## src/rtl/prog_mode_ctrl_if.sv

```systemverilog
// Memory-port bundle shared by the CPU, the UART programmer and the two
// memory macros. The mode controller sits on the slave side. It takes the
// CPU and UART requests and drives the memory ports.
//
// Transfer semantics: there is no valid/ready pair. A write enable is a
// single-cycle strobe qualified by the address and data sampled in the same
// cycle. The memories always accept, so there is no backpressure and a
// strobe is never held.
interface prog_mode_ctrl_if #(
    parameter int ADDR_W = 14
);
    // UART programmer side
    logic              upg_done_o;
    logic              upg_wen_o;
    logic [14:0]       upg_adr_o;
    logic [31:0]       upg_dat_o;

    // CPU side
    logic [ADDR_W-1:0] cpu_imem_addr;
    logic [ADDR_W-1:0] cpu_dmem_addr;
    logic              cpu_dmem_wen;
    logic [31:0]       cpu_dmem_wdata;

    // Memory macro side
    logic [ADDR_W-1:0] imem_addr;
    logic              imem_wen;
    logic [31:0]       imem_wdata;
    logic [ADDR_W-1:0] dmem_addr;
    logic              dmem_wen;
    logic [31:0]       dmem_wdata;

    // Requesters and memories: drives the requests, observes the memory ports
    modport master (
        output upg_done_o, upg_wen_o, upg_adr_o, upg_dat_o,
        output cpu_imem_addr, cpu_dmem_addr, cpu_dmem_wen, cpu_dmem_wdata,
        input  imem_addr, imem_wen, imem_wdata,
        input  dmem_addr, dmem_wen, dmem_wdata
    );

    // Mode controller: observes the requests, drives the memory ports
    modport slave (
        input  upg_done_o, upg_wen_o, upg_adr_o, upg_dat_o,
        input  cpu_imem_addr, cpu_dmem_addr, cpu_dmem_wen, cpu_dmem_wdata,
        output imem_addr, imem_wen, imem_wdata,
        output dmem_addr, dmem_wen, dmem_wdata
    );
endinterface

```

## src/rtl/prog_mode_ctrl.sv

```systemverilog
// Mode sequencer and memory-port arbiter. It debounces start_pg and moves
// the system between RUN (the CPU owns the memories), PROG (the UART
// programmer owns them and the CPU is held in reset) and RELEASE (a short
// reset tail before the CPU restarts).
module prog_mode_ctrl #(
    parameter int DEB_CYCLES     = 16,
    parameter int RELEASE_CYCLES = 4,
    parameter int ADDR_W         = 14
) (
    input  logic                 clk,
    input  logic                 rst,
    input  logic                 start_pg,
    prog_mode_ctrl_if.slave      bus,
    output logic                 cpu_rst,
    output logic                 upg_rst,
    output logic                 prog_mode,
    output logic [15:0]          load_count,
    output logic [1:0]           state_o
);

    typedef enum logic [1:0] {
        ST_RUN     = 2'd0,
        ST_PROG    = 2'd1,
        ST_RELEASE = 2'd2
    } state_e;

    localparam int DEB_W = (DEB_CYCLES > 1) ? $clog2(DEB_CYCLES) : 1;
    localparam int REL_W = (RELEASE_CYCLES > 1) ? $clog2(RELEASE_CYCLES) : 1;
    localparam logic [DEB_W-1:0] DEB_MAX = DEB_W'(DEB_CYCLES - 1);
    localparam logic [REL_W-1:0] REL_MAX = REL_W'(RELEASE_CYCLES - 1);

    state_e            state_q, state_d;
    logic [DEB_W-1:0]  deb_cnt_q, deb_cnt_d;
    logic [REL_W-1:0]  rel_cnt_q, rel_cnt_d;
    logic              armed_q, armed_d;
    logic [15:0]       load_count_q, load_count_d;
    logic              cpu_rst_q, cpu_rst_d;
    logic              upg_rst_q, upg_rst_d;
    logic              prog_mode_q, prog_mode_d;

    // State and counter registers; reset lands in RELEASE so the CPU gets
    // its full reset tail after power-up.
    always_ff @(posedge clk or posedge rst) begin
        if (rst) begin
            state_q      <= ST_RELEASE;
            deb_cnt_q    <= '0;
            rel_cnt_q    <= '0;
            armed_q      <= 1'b1;
            load_count_q <= '0;
            cpu_rst_q    <= 1'b1;
            upg_rst_q    <= 1'b1;
            prog_mode_q  <= 1'b0;
        end else begin
            state_q      <= state_d;
            deb_cnt_q    <= deb_cnt_d;
            rel_cnt_q    <= rel_cnt_d;
            armed_q      <= armed_d;
            load_count_q <= load_count_d;
            cpu_rst_q    <= cpu_rst_d;
            upg_rst_q    <= upg_rst_d;
            prog_mode_q  <= prog_mode_d;
        end
    end

    // Next-state logic: debounce in RUN, count writes in PROG, and time the
    // reset tail in RELEASE.
    always_comb begin
        state_d      = state_q;
        deb_cnt_d    = deb_cnt_q;
        rel_cnt_d    = rel_cnt_q;
        armed_d      = armed_q;
        load_count_d = load_count_q;

        case (state_q)
            ST_RUN: begin
                if (!start_pg) begin
                    // A low sample breaks the run and re-arms the button.
                    deb_cnt_d = '0;
                    armed_d   = 1'b1;
                end else if (armed_q && (deb_cnt_q == DEB_MAX)) begin
                    state_d      = ST_PROG;
                    deb_cnt_d    = '0;
                    load_count_d = '0;
                end else if (deb_cnt_q != DEB_MAX) begin
                    // Saturate while disarmed so a held button cannot wrap.
                    deb_cnt_d = deb_cnt_q + 1'b1;
                end
            end

            ST_PROG: begin
                // A write in the done cycle still counts.
                if (bus.upg_wen_o && (load_count_q != 16'hFFFF)) begin
                    load_count_d = load_count_q + 16'd1;
                end
                if (bus.upg_done_o) begin
                    state_d   = ST_RELEASE;
                    rel_cnt_d = '0;
                end
            end

            ST_RELEASE: begin
                if (rel_cnt_q == REL_MAX) begin
                    state_d   = ST_RUN;
                    rel_cnt_d = '0;
                    deb_cnt_d = '0;
                    // A button still held from the last session must be
                    // released before it can start another one.
                    armed_d   = ~start_pg;
                end else begin
                    rel_cnt_d = rel_cnt_q + 1'b1;
                end
            end

            default: begin
                state_d   = ST_RELEASE;
                rel_cnt_d = '0;
            end
        endcase
    end

    // Registered mode outputs, decoded from the state being entered.
    always_comb begin
        cpu_rst_d   = 1'b1;
        upg_rst_d   = 1'b1;
        prog_mode_d = 1'b0;
        case (state_d)
            ST_RUN: begin
                cpu_rst_d   = 1'b0;
                upg_rst_d   = 1'b1;
                prog_mode_d = 1'b0;
            end
            ST_PROG: begin
                cpu_rst_d   = 1'b1;
                upg_rst_d   = 1'b0;
                prog_mode_d = 1'b1;
            end
            default: begin
                cpu_rst_d   = 1'b1;
                upg_rst_d   = 1'b1;
                prog_mode_d = 1'b0;
            end
        endcase
    end

    // Memory mux. It is keyed on the registered prog_mode, so an async rst
    // takes the UART off the memories at once.
    always_comb begin
        bus.imem_addr  = bus.cpu_imem_addr;
        bus.imem_wen   = 1'b0;
        bus.imem_wdata = 32'd0;
        bus.dmem_addr  = bus.cpu_dmem_addr;
        bus.dmem_wen   = bus.cpu_dmem_wen;
        bus.dmem_wdata = bus.cpu_dmem_wdata;

        if (prog_mode_q) begin
            bus.imem_addr  = ADDR_W'(bus.upg_adr_o[13:0]);
            bus.imem_wdata = bus.upg_dat_o;
            bus.imem_wen   = bus.upg_wen_o & ~bus.upg_adr_o[14];
            bus.dmem_addr  = ADDR_W'(bus.upg_adr_o[13:0]);
            bus.dmem_wdata = bus.upg_dat_o;
            bus.dmem_wen   = bus.upg_wen_o & bus.upg_adr_o[14];
        end else if (state_q == ST_RELEASE) begin
            // The CPU is still in reset, so any write it shows is junk.
            bus.dmem_wen = 1'b0;
        end
    end

    assign cpu_rst    = cpu_rst_q;
    assign upg_rst    = upg_rst_q;
    assign prog_mode  = prog_mode_q;
    assign load_count = load_count_q;
    assign state_o    = state_q;

endmodule
```

## src/flat_wrapper.sv

```systemverilog
// flat-port wrapper written by rule: the top's interface ports become plain ports
module prog_mode_ctrl_flat 
#(
    parameter int DEB_CYCLES     = 16,
    parameter int RELEASE_CYCLES = 4,
    parameter int ADDR_W         = 14
)
  (clk, rst, start_pg, cpu_rst, upg_rst, prog_mode, load_count, state_o, bus_upg_done_o, bus_upg_wen_o, bus_upg_adr_o, bus_upg_dat_o, bus_cpu_imem_addr, bus_cpu_dmem_addr, bus_cpu_dmem_wen, bus_cpu_dmem_wdata, bus_imem_addr, bus_imem_wen, bus_imem_wdata, bus_dmem_addr, bus_dmem_wen, bus_dmem_wdata);
  prog_mode_ctrl_if #(.ADDR_W(ADDR_W)) bus_i ();
  input  logic clk;
  input  logic rst;
  input  logic start_pg;
  output logic cpu_rst;
  output logic upg_rst;
  output logic prog_mode;
  output logic [15:0] load_count;
  output logic [1:0] state_o;
  input wire logic [$bits(bus_i.upg_done_o)-1:0] bus_upg_done_o;
  input wire logic [$bits(bus_i.upg_wen_o)-1:0] bus_upg_wen_o;
  input wire logic [$bits(bus_i.upg_adr_o)-1:0] bus_upg_adr_o;
  input wire logic [$bits(bus_i.upg_dat_o)-1:0] bus_upg_dat_o;
  input wire logic [$bits(bus_i.cpu_imem_addr)-1:0] bus_cpu_imem_addr;
  input wire logic [$bits(bus_i.cpu_dmem_addr)-1:0] bus_cpu_dmem_addr;
  input wire logic [$bits(bus_i.cpu_dmem_wen)-1:0] bus_cpu_dmem_wen;
  input wire logic [$bits(bus_i.cpu_dmem_wdata)-1:0] bus_cpu_dmem_wdata;
  output wire logic [$bits(bus_i.imem_addr)-1:0] bus_imem_addr;
  output wire logic [$bits(bus_i.imem_wen)-1:0] bus_imem_wen;
  output wire logic [$bits(bus_i.imem_wdata)-1:0] bus_imem_wdata;
  output wire logic [$bits(bus_i.dmem_addr)-1:0] bus_dmem_addr;
  output wire logic [$bits(bus_i.dmem_wen)-1:0] bus_dmem_wen;
  output wire logic [$bits(bus_i.dmem_wdata)-1:0] bus_dmem_wdata;
  assign bus_i.upg_done_o = bus_upg_done_o;
  assign bus_i.upg_wen_o = bus_upg_wen_o;
  assign bus_i.upg_adr_o = bus_upg_adr_o;
  assign bus_i.upg_dat_o = bus_upg_dat_o;
  assign bus_i.cpu_imem_addr = bus_cpu_imem_addr;
  assign bus_i.cpu_dmem_addr = bus_cpu_dmem_addr;
  assign bus_i.cpu_dmem_wen = bus_cpu_dmem_wen;
  assign bus_i.cpu_dmem_wdata = bus_cpu_dmem_wdata;
  assign bus_imem_addr = bus_i.imem_addr;
  assign bus_imem_wen = bus_i.imem_wen;
  assign bus_imem_wdata = bus_i.imem_wdata;
  assign bus_dmem_addr = bus_i.dmem_addr;
  assign bus_dmem_wen = bus_i.dmem_wen;
  assign bus_dmem_wdata = bus_i.dmem_wdata;
  prog_mode_ctrl #(.DEB_CYCLES(DEB_CYCLES), .RELEASE_CYCLES(RELEASE_CYCLES), .ADDR_W(ADDR_W)) u_core (.clk(clk), .rst(rst), .start_pg(start_pg), .bus(bus_i), .cpu_rst(cpu_rst), .upg_rst(upg_rst), .prog_mode(prog_mode), .load_count(load_count), .state_o(state_o));
endmodule
```

## config.mk

```make
export PLATFORM = sky130hd
export DESIGN_NAME = prog_mode_ctrl_flat
export DESIGN_NICKNAME = d
export VERILOG_FILES = /design/src/rtl/prog_mode_ctrl_if.sv /design/src/rtl/prog_mode_ctrl.sv /design/src/flat_wrapper.sv
export SDC_FILE = /design/constraint.sdc
export NUM_CORES = 1
export LEC_CHECK = 0
export CAP_MARGIN = 10
export CORE_MARGIN = 8
export CORE_UTILIZATION = 31
export CTS_CLUSTER_DIAMETER = 40
export DETAILED_ROUTE_END_ITERATION = 6
export HOLD_SLACK_MARGIN = 0.03
export PLACE_DENSITY = 0.84
export SLEW_MARGIN = 20
export SYNTH_ARGS = -nofsm -noshare
export SYNTH_HDL_FRONTEND = slang
export SYNTH_SLANG_ARGS = --single-unit
export TNS_END_PERCENT = 20
```

## constraint.sdc

```tcl
create_clock -name clk -period 2.4 [get_ports clk]
set_input_delay 0.48 -clock clk [delete_from_list [all_inputs] [get_ports clk]]
set_output_delay 0.48 -clock clk [all_outputs]
set_load 0.1 [all_outputs]
```

==> results.json <==
{
  "n_fill_cell": 473,
  "layout.nets": 648,
  "status": "finished, final reports clean",
  "arrival_ps": 2280,
  "dieHeight_um": 104,
  "cp_num_buf_inv": 0,
  "cts-root-buf": "clkbuf_8",
  "hold_class": "flop to flop",
  "final_core_util": 0.782,
  "place.gp.congestion": 0.895,
  "drive_gt1_frac": 0.369,
  "fp.dieW_um": 104,
  "worst_skew_pair.late_latency_ps": 280,
  "ant_nets": 0,
  "grt_pass1_wl_mm": 20.3,
  "setup_violations": 0,
  "grt_antenna_before_repair": 0,
  "grt_overflow": 0,
  "tns_ps": 0,
  "hold_violations": 0,
  "fin_cells": 633,
  "worst_setup_path_start_kind": "flop",
  "max_freq_ghz": 0.473,
  "via_count": 3155,
  "synth_area_mm2": 0.00239,
  "grt_max_degree": 48,
  "path_clk_slew_ps": 100,
  "crit_path_cell_trace": "ha_1 -> nand3_1 -> nor4_4 -> or2_1 -> nor2_1 -> a221o_1",
  "syn-instance-count": 309,
  "slew_viol_final": 0,
  "viasPerCell": 4.98,
  "port-buffer-count": 227,
  "wire_per_inst_um": 21.0,
  "grt_use_met2": 0.458,
  "clock_skew_ps": 6.65,
  "grt_pass1_vias": 3257,
  "syn2layout_area_growth_pct": 149,
  "slowest_stage": "dfrtp_1",
  "die_area_mm2": 0.0108,
  "worstPathRequired_ps": 2570,
  "placed_area_mm2": 0.00588,
  "cts_setup_buffers": 0,
  "postCtsHoldBufs": 0,
  "cts_tree": "done",
  "track_usage": 0.239,
  "initial_utilization": 0.314,
  "yosysSeqAreaShare": 0.296,
  "end_kind": "flop",
  "cts_max_path_buffers": 2,
  "cts_resized": 0,
  "synth_ff_type": "dfrtp_1",
  "synth_cell_types": 42,
  "drt_iter0_drc": 135,
  "cts_buffers": 3,
  "grt_util_met1": 0.259,
  "p_total_mw": 2.09,
  "drt_pass1_iterations": 4,
  "drc": 0,
  "worst_pin_slew_ps": 460,
  "crit_fanout": 9,
  "dp_slack_ps": 282,
  "rows": 32,
  "path_delay_family": "simple AND/OR/NAND/NOR gates",
  "final_cell_mix": "clkdlybuf4s50_1 (112), buf_12 (98), inv_1 (35)",
  "max_slew_margin": 0.691,
  "mostFrequentLayoutCell": "clkdlybuf4s50_1",
  "cpPeakStageDelay_ps": 430,
  "synth.avg_cell_area_um2": 7.72,
  "synth-edff-count": 0,
  "min_period_ps": 2110,
  "wl_mm": 13.3,
  "crit_type": "flop to flop",
  "rrSetupSlack_ps": 290,
  "register_area_um2": 711,
  "yosysWarnings": 0,
  "power_density_mw_per_mm2": 352,
  "coreArea_mm2": 0.00761,
  "grt_most_used_layer": "met2",
  "io_pins": 228,
  "place_inst": 629,
  "synthArstFlopShare": 1.00,
  "p_leak_nw": 2.58,
  "rsz0062_at_grt": "false",
  "fin_area_mm2": 0.00595,
  "worst_slack_ps": 286,
  "antenna_cells": 0,
  "timing.hold.ws_ps": 520,
  "synth-seq-cells": 28,
  "cts_sinks": 28,
  "cts_max_level": 1,
  "multi_input_area_mm2": 0.00165,
  "maxCapViolations": 0,
  "dp.final_hpwl_mm": 11.5,
  "finalCritPeriodShare": 0.881,
  "ir_drop_mv": 0.363,
  "synth_fp_nets": 425,
  "globalRouteMet3Util": 0.0452
}
[where the power goes]
group	switching (mW)	internal, mW	total [mW]	leakage, nW
clock	0.151	0.224	0.375	0.0357
combinational	0.695	0.470	1.17	2.19
sequential	0.0377	0.516	0.553	0.359
[area by class of cell]
cell class / instances / area share
tap: 102 / 0.0214
clock buffer: 3 / 0.00694
clock inverter: 1 / 0.00505
inverter: 35 / 0.0221
sequential: 28 / 0.119
timing repair buffer: 233 / 0.547
multi-input combinational: 231 / 0.278
[registers in the layout, summed over array words and instances (netlist names)]
name               cells
u_core.deb_cnt_q       4
u_core.state_o         2
u_core.prog_mode       1
u_core.upg_rst         1
u_core.cpu_rst         1
u_core.armed_q         1
u_core.load_count     16
u_core.rel_cnt_q       2
[worst register-to-register path: cells and delay by family, from the launching register on]
| kind | cells | cell delay (ps) |
|---|---|---|
| adder cells (fa/ha/maj) | 1 | 260 |
| AND/OR/NAND/NOR | 4 | 1050 |
| AO/OA/AOI/OAI | 1 | 260 |
| flip-flops | 1 | 430 |
[cell usage after synthesis, types with 2 or more instances]
master    instances  area, um2
o21ai_0          46        230
inv_1            35        131
nand2_1          33        124
and2_1           32        200
mux2_2           32        360
dfrtp_1          24        601
nand3_1          13       65.1
nor2_1           13       48.8
clkbuf_1         12       45.0
o21ai_1           8       40.0
nor3_1            7       35.0
a21oi_1           5       25.0
and3_1            4       25.0
dfstp_2           4        105
o31ai_1           4       30.0
ha_1              3       37.5
nand2b_1          3       18.8
or3_1             3       18.8
a31oi_1           2       12.5
buf_4             2       15.0
nand4_1           2       12.5
nor2b_1           2       12.5
[worst paths after layout]
check | end | startpoint | depth (start not counted)
max in group asynchronous | u_core.armed_q$_DFFE_PP1P_ | rst | 3
max reg2reg | u_core.load_count[7]$_DFFE_PP0P_ | u_core.load_count[0]$_DFFE_PP0P_ | 6
max | u_core.load_count[7]$_DFFE_PP0P_ | u_core.load_count[0]$_DFFE_PP0P_ | 6
min reg2reg | u_core.rel_cnt_q[1]$_DFFE_PP0P_ | u_core.rel_cnt_q[1]$_DFFE_PP0P_ | 2
min | u_core.rel_cnt_q[1]$_DFFE_PP0P_ | u_core.rel_cnt_q[1]$_DFFE_PP0P_ | 2
min in group asynchronous | u_core.rel_cnt_q[0]$_DFFE_PP0P_ | rst | 3
[layer usage]
layer,vias up,share of wire
li1,1519,-
met1,1469,0.36
met2,151,0.56
met3,16,0.065
met4,0,0.018
met5,-,0
[kinds of logic (layout without fill, tap and decap cells)]
logic type,after synthesis,after routing,share of synthesized area
AND/OR/NAND/NOR,119,119,0.270
AO/OA/AOI/OAI,76,76,0.182
buffers and inverters,50,272,0.0818
multiplexers,32,32,0.151
flip-flops,28,28,0.296
adder cells (fa/ha/maj),3,3,0.0157
XOR/XNOR,1,1,0.00367
Power figures use the tool's default switching activity.
